<file path="config.mk">
export PLATFORM = sky130hd
export DESIGN_NAME = instr_fetch_sequencer
export DESIGN_NICKNAME = d
export VERILOG_FILES = /design/src/rtl/instr_fetch_sequencer.sv
export SDC_FILE = /design/constraint.sdc
export NUM_CORES = 1
export LEC_CHECK = 0
export ABC_CLOCK_PERIOD_IN_PS = 2700
export CAP_MARGIN = 5
export CORE_MARGIN = 2
export CORE_UTILIZATION = 38
export CTS_BUF_LIST = sky130_fd_sc_hd__clkbuf_4
export CTS_CLUSTER_DIAMETER = 40
export CTS_CLUSTER_SIZE = 25
export DETAILED_ROUTE_END_ITERATION = 16
export PLACE_DENSITY = 0.6
export SLEW_MARGIN = 15
export SYNTH_ARGS = -nofsm -noshare
export SYNTH_HDL_FRONTEND = slang
export SYNTH_SLANG_ARGS = --single-unit
</file>
<file path="constraint.sdc">
create_clock -name clk -period 2.7 [get_ports clk]
set_input_delay 0.54 -clock clk [delete_from_list [all_inputs] [get_ports clk]]
set_output_delay 0.54 -clock clk [all_outputs]
set_load 0.02 [all_outputs]
</file>
<file path="src/rtl/instr_fetch_sequencer.sv">
// Instruction fetch stage with a sequencer that injects interrupt-entry (and, with IFETCH_RTI_SEQ_EN, RTI) micro-op words.
// Latency: 1 cycle pc->instr; a request accepted in FETCH yields ack + first sequence word the next cycle.
// Backpressure: stall freezes state and outputs (pulses drop to 0); memory/table writes proceed regardless.
module instr_fetch_sequencer #(
    parameter int DATA_W  = 16,
    parameter int PC_W    = 32,
    parameter int ADDR_W  = 5,
    parameter int INT_LEN = 3,
    parameter int RTI_LEN = 2
) (
    input  logic              clk,
    input  logic              rst_n,
    input  logic [PC_W-1:0]   pc,
    input  logic              stall,
    input  logic              flush,
    input  logic              int_req,
    output logic              int_ack,
    input  logic              rti_req,
    output logic              rti_ack,
    input  logic              wr_en,
    input  logic [ADDR_W-1:0] wr_addr,
    input  logic [DATA_W-1:0] wr_data,
    input  logic              tbl_we,
    input  logic              tbl_sel,
    input  logic [2:0]        tbl_idx,
    input  logic [DATA_W-1:0] tbl_data,
    output logic [DATA_W-1:0] instr,
    output logic              instr_valid,
    output logic              injecting,
    output logic              seq_done
);

    localparam int         DEPTH    = 2 ** ADDR_W;
    localparam logic [2:0] INT_LAST = 3'(INT_LEN - 1);

    typedef enum logic [1:0] {FETCH, INT_SEQ, RTI_SEQ} state_t;

    state_t              state_q, state_d;
    logic [2:0]          idx_q, idx_d;
    logic [DATA_W-1:0]   instr_q, instr_d;
    logic                valid_q, valid_d;
    logic                inj_q, inj_d;
    logic                done_q, done_d;
    logic                int_ack_q, int_ack_d;

    logic [DATA_W-1:0]   mem_q [DEPTH];
    logic [DATA_W-1:0]   int_tbl_q [8];

    function automatic logic [DATA_W-1:0] int_default(input int i);
        case (i)
            0:       return DATA_W'(16'hF804);
            1:       return DATA_W'(16'hA806);
            2:       return DATA_W'(16'hB002);
            default: return '0;
        endcase
    endfunction

    // Pc wraps modulo memory depth, so the upper pc bits are deliberately ignored.
    logic unused_pc_hi;
    assign unused_pc_hi = ^pc[PC_W-1:ADDR_W];

    always_ff @(posedge clk) begin
        if (wr_en) mem_q[wr_addr] <= wr_data;
    end

    always_ff @(posedge clk or negedge rst_n) begin
        if (!rst_n) begin
            for (int i = 0; i < 8; i++) int_tbl_q[i] <= int_default(i);
        end else if (tbl_we && !tbl_sel && tbl_idx <= INT_LAST) begin
            int_tbl_q[tbl_idx] <= tbl_data;
        end
    end

`ifdef IFETCH_RTI_SEQ_EN
    localparam logic [2:0] RTI_LAST = 3'(RTI_LEN - 1);

    logic [DATA_W-1:0] rti_tbl_q [8];
    logic              rti_ack_q, rti_ack_d;

    function automatic logic [DATA_W-1:0] rti_default(input int i);
        case (i)
            0:       return DATA_W'(16'hB804);
            1:       return DATA_W'(16'hB000);
            default: return '0;
        endcase
    endfunction

    always_ff @(posedge clk or negedge rst_n) begin
        if (!rst_n) begin
            for (int i = 0; i < 8; i++) rti_tbl_q[i] <= rti_default(i);
        end else if (tbl_we && tbl_sel && tbl_idx <= RTI_LAST) begin
            rti_tbl_q[tbl_idx] <= tbl_data;
        end
    end

    always_ff @(posedge clk or negedge rst_n) begin
        if (!rst_n) rti_ack_q <= 1'b0;
        else        rti_ack_q <= rti_ack_d;
    end

    assign rti_ack = rti_ack_q;
`else
    logic unused_rti;
    assign unused_rti = rti_req ^ (RTI_LEN == 0);
    assign rti_ack    = 1'b0;
`endif

    always_comb begin
        state_d   = state_q;
        idx_d     = idx_q;
        instr_d   = instr_q;
        valid_d   = valid_q;
        inj_d     = inj_q;
        done_d    = 1'b0;
        int_ack_d = 1'b0;
`ifdef IFETCH_RTI_SEQ_EN
        rti_ack_d = 1'b0;
`endif
        if (!stall) begin
            case (state_q)
                FETCH: begin
                    if (int_req) begin
                        instr_d   = int_tbl_q[0];
                        valid_d   = 1'b1;
                        inj_d     = 1'b1;
                        int_ack_d = 1'b1;
                        if (INT_LEN == 1) begin
                            done_d = 1'b1;
                        end else begin
                            state_d = INT_SEQ;
                            idx_d   = 3'd1;
                        end
                    end
`ifdef IFETCH_RTI_SEQ_EN
                    else if (rti_req) begin
                        instr_d   = rti_tbl_q[0];
                        valid_d   = 1'b1;
                        inj_d     = 1'b1;
                        rti_ack_d = 1'b1;
                        if (RTI_LEN == 1) begin
                            done_d = 1'b1;
                        end else begin
                            state_d = RTI_SEQ;
                            idx_d   = 3'd1;
                        end
                    end
`endif
                    else if (flush) begin
                        instr_d = '0;
                        valid_d = 1'b0;
                        inj_d   = 1'b0;
                    end else begin
                        instr_d = mem_q[pc[ADDR_W-1:0]];
                        valid_d = 1'b1;
                        inj_d   = 1'b0;
                    end
                end
                // Sequence words ignore flush and requests until the last word retires.
                INT_SEQ: begin
                    instr_d = int_tbl_q[idx_q];
                    valid_d = 1'b1;
                    inj_d   = 1'b1;
                    if (idx_q == INT_LAST) begin
                        done_d  = 1'b1;
                        state_d = FETCH;
                        idx_d   = 3'd0;
                    end else begin
                        idx_d = idx_q + 3'd1;
                    end
                end
`ifdef IFETCH_RTI_SEQ_EN
                RTI_SEQ: begin
                    instr_d = rti_tbl_q[idx_q];
                    valid_d = 1'b1;
                    inj_d   = 1'b1;
                    if (idx_q == RTI_LAST) begin
                        done_d  = 1'b1;
                        state_d = FETCH;
                        idx_d   = 3'd0;
                    end else begin
                        idx_d = idx_q + 3'd1;
                    end
                end
`endif
                default: begin
                    state_d = FETCH;
                    idx_d   = 3'd0;
                end
            endcase
        end
    end

    always_ff @(posedge clk or negedge rst_n) begin
        if (!rst_n) begin
            state_q   <= FETCH;
            idx_q     <= 3'd0;
            instr_q   <= '0;
            valid_q   <= 1'b0;
            inj_q     <= 1'b0;
            done_q    <= 1'b0;
            int_ack_q <= 1'b0;
        end else begin
            state_q   <= state_d;
            idx_q     <= idx_d;
            instr_q   <= instr_d;
            valid_q   <= valid_d;
            inj_q     <= inj_d;
            done_q    <= done_d;
            int_ack_q <= int_ack_d;
        end
    end

    assign instr       = instr_q;
    assign instr_valid = valid_q;
    assign injecting   = inj_q;
    assign seq_done    = done_q;
    assign int_ack     = int_ack_q;

endmodule

</file>
==> impl.org <==
** Floorplan
- For this configuration, the core starts out at a cell density of 38.3%.
- The die covers 0.0698 mm2.
- Total core area :: 0.0672 mm2
- Measured along the x axis, the die boundary spans approximately 260 um.
- I/O pin cnt :: 102
- Standard-cell rows :: 95
- Chip Height :: 264 um

** Route
- Number of remaining DRC errors :: 0
- Iteration-0 DRC count of the detailed router :: 1158
- Via total after detailed routing :: roughly 13000
- Detailed-routing iteration count for the pre-antenna-repair pass :: 5
- For this block, the routed nets add up to around 58000 um of wire.
- Wire per inst :: between 20 and 25 um
- Dividing the detail-routed via count by the number of cells gives around 5.3.
- Antenna Nets Post-Route :: 0

** Status
- Outcome :: finished clean

** Clock network
- In this run, post-CTS repair resized a total of 0 instances.
- After clock tree synthesis, the clock-pin slew on the worst setup and hold paths is 130 ps.
- CTS placed an instance of sky130_fd_sc_hd__clkbuf_4 at the clock tree root.
- Count of hold-fix buffers inserted at cts :: 1
- Maximum root-to-sink buffer count :: 3
- CTS tree :: built
- Number of buffers added for setup after CTS :: 0
- The clock tree synthesis step divided the H-tree into 3 levels.
- For the worst-skew pair, the clock arrives at the later sink with an insertion delay of about 900 ps.
- TritonCTS Sinks :: 664
- Number of clock buffers inserted by TritonCTS :: 82

** Synthesis
- sky130_fd_sc_hd__edfxtp_1 takes more of the synthesized area than any other cell.
- The number of nets in the synthesized netlist is 1365.
- By area the synthesized netlist is led by sky130_fd_sc_hd__edfxtp_1 60%, sky130_fd_sc_hd__mux4_2 14%, sky130_fd_sc_hd__dfrtp_1 13%, sky130_fd_sc_hd__mux2_1 2.1%, sky130_fd_sc_hd__clkbuf_1 1.6%.
- #FFs+latches synth :: 664
- sky130_fd_sc_hd__edfxtp_1 is the most common cell in the netlist.
- List of most frequent post-synthesis cells :: 512 x sky130_fd_sc_hd__edfxtp_1, 161 x sky130_fd_sc_hd__mux4_2, 137 x sky130_fd_sc_hd__dfrtp_1, 109 x sky130_fd_sc_hd__clkbuf_1, 53 x sky130_fd_sc_hd__nor2_1
- Post-synthesis instance total :: 1284
- Synth Cell Area :: 0.0257 mm2
- The synthesized design devotes to its leading area cell type 59.7% of total area.
- The most used flip-flop cell after synthesis is sky130_fd_sc_hd__edfxtp_1.
- Fraction of the yosys area taken by sequential cells :: 74.6%
- Avg Synthesized Cell Area :: ~20 um2
- Share of synthesized registers carrying an async set or reset :: between 20% and 30%
- For this run, the number of Yosys warnings is 0.
- Unique cell type count in the Yosys netlist :: 48
- In this run, synthesis inferred about 510 flip-flops with an integrated enable.

** STA
- Slew at the pin closest to its max-slew limit :: 1120 ps
- Final Hold Viols :: 0
- Dividing the final minimum period by the clock period gives 96.0%.
- Measured against its own limit, the worst slew margin works out to 24.9%.
- Clock Skew :: 85.1 ps
- Final Setup Violations :: 0
- RSZ-0062 raised after global routing :: false
- F_max :: 386 MHz
- The final-report max-slew violation count came to 0.
- Tmin final :: 2590 ps

** Critical path
- The critical path starts at instr[14]$_DFFE_PN0N_.
- The endpoint identified for the worst register-to-register timing path is instr[6]$_DFFE_PN0N_.
- Reg2Reg Depth :: 5
- The signal on the critical path passes through clkdlybuf4s50_1.
- The cell family contributing the most delay on the critical path is buffers and inverters.
- STA classifies the critical path endpoint as an output pin.
- Critical Path AT :: a little over 2000 ps
- STA classifies the critical path startpoint as a register.
- Counting both buffers and inverters, the worst setup path holds a total of 1.
- Delay contributed by the slowest stage of the critical path :: 670 ps
- Data on the critical path is required at its endpoint by 2160 ps.
- The setup check on the worst reg-to-reg path leaves a slack of 450 ps.
- Along the worst path, the maximum fanout reaches 2.
- Crit Path Class :: register to output pin
- R2R Path Start :: idx_q[0]$_DFFE_PN0P_
- The slowest stage of the critical path is the sky130_fd_sc_hd__clkdlybuf4s50_1 cell.

** Min path
- Min-Delay Path Class :: input pin to asynchronous set/reset pin

** Placement
- Number of placed cells counting well taps :: 2198
- In this run the tool buffered the top-level ports with 72 buffer cells.
- After legalization and detailed placement, the total HPWL measured 36000 um.
- Final weighted congestion of routability-driven global placement :: 0.790

** Cells and area
- From synthesis to final layout, the design area changed by 15.2%.
- Post-layout instance count excluding filler cells :: 2356
- Nets :: 1491
- Fraction of layout instances using a drive strength above 1 :: 30.6%

** Power and ir drop
- Total power density per cell area :: 702 mW/mm2
- IR analysis of the VDD net gives a maximum drop of 0.374 mV.
- Summed over all cells, the static leakage comes to 10.2 nW.
- Power Total :: 0.0208 W

** Global routing
- Largest net degree at the start of global routing :: 65
- The initial antenna violation count is 2.
- Global routing finished with a remaining overflow of 0.
- Via count of the first global-routing pass :: 13100
- First-pass GRT wire length :: 86700 um
- Total track usage :: about 17%

** Run
- Across the run, the number of max-cap violations was 0.
cell families (layout without fill, tap and decap cells):
group | count (synthesis) | count (layout) | share of synthesized area, %
other | 1 | 4 | 0.0146
buffers and inverters | 149 | 345 | 2.50
flip-flops | 664 | 664 | 74.6
AO/OA/AOI/OAI | 107 | 107 | 3.09
multiplexers | 242 | 242 | 17.5
AND/OR/NAND/NOR | 121 | 121 | 2.29
area by class of cell:
type	count	area (um2)
clock inverter	67	711
clock buffer	87	653
sequential	664	19200
timing repair buffer	187	2060
tap	873	1090
multi-input combinational	471	5900
fill	5715	37500
inverter	4	15.0
antenna	3	7.51
per-layer routing:
layer / share of wire [%] / vias up / track usage [%]
met2: 47 / 389 / 26.5
met4: 1.5 / 0 / 3.61
met5: 0 / - / 0
met3: 6.2 / 71 / 3.88
li1: - / 5441 / -
met1: 45 / 6672 / 24.4
layout by cell type (no fill, tap or decap), types with 11 or more instances in the layout:
cell                              count
sky130_fd_sc_hd__clkdlybuf4s50_1     68
sky130_fd_sc_hd__mux2i_1             25
sky130_fd_sc_hd__nand2_1             16
sky130_fd_sc_hd__clkbuf_4            87
sky130_fd_sc_hd__o221ai_1            11
sky130_fd_sc_hd__edfxtp_1           512
sky130_fd_sc_hd__dfstp_2             15
sky130_fd_sc_hd__dfrtp_1            136
sky130_fd_sc_hd__mux4_2             161
sky130_fd_sc_hd__nand3_1             18
sky130_fd_sc_hd__buf_4               77
sky130_fd_sc_hd__nor2_1              53
sky130_fd_sc_hd__a21oi_1             15
sky130_fd_sc_hd__mux2_1              48
sky130_fd_sc_hd__clkinv_2            11
sky130_fd_sc_hd__buf_12              38
sky130_fd_sc_hd__a22oi_1             31
registers in the layout, summed over array words and instances, names as in the netlist, 3 cells and up:
name	count
int_tbl_q	128
idx_q	3
mem_q	512
instr	16
metrics by stage:
stage          area (um2)  hold slack [ps]  utilization, %  TNS [ps]  setup WS (ps)
6_report            29600              186            44.1         0            107
5_1_grt             29600              178            44.1         0           2.39
4_1_cts             29600              115            44.1         0           49.3
3_5_place_dp        28300              363            42.1      -730           -148
3_3_place_gp        28300              360            42.1      -125          -61.4
2_1_floorplan       25700              244               -         0            512
power breakdown:
part / total, W / internal [W] / switching [W]
Sequential: 0.0117 / 0.0114 / 0.000319
Combinational: 0.00253 / 0.00125 / 0.00128
Clock: 0.00655 / 0.00269 / 0.00385
worst max path at each step:
stage,slack (ps),end,cells past startpoint
2_1_floorplan,510,mem_q[12][0]$_DFFE_PP_,3
3_3_place_gp,-60,instr[14]$_DFFE_PN0N_,7
3_5_place_dp,-150,instr[14]$_DFFE_PN0N_,7
4_1_cts,50,instr[5],1
5_1_grt,2,instr[14],1
6_report,110,instr[14],1
Power figures use the tool's default switching activity.
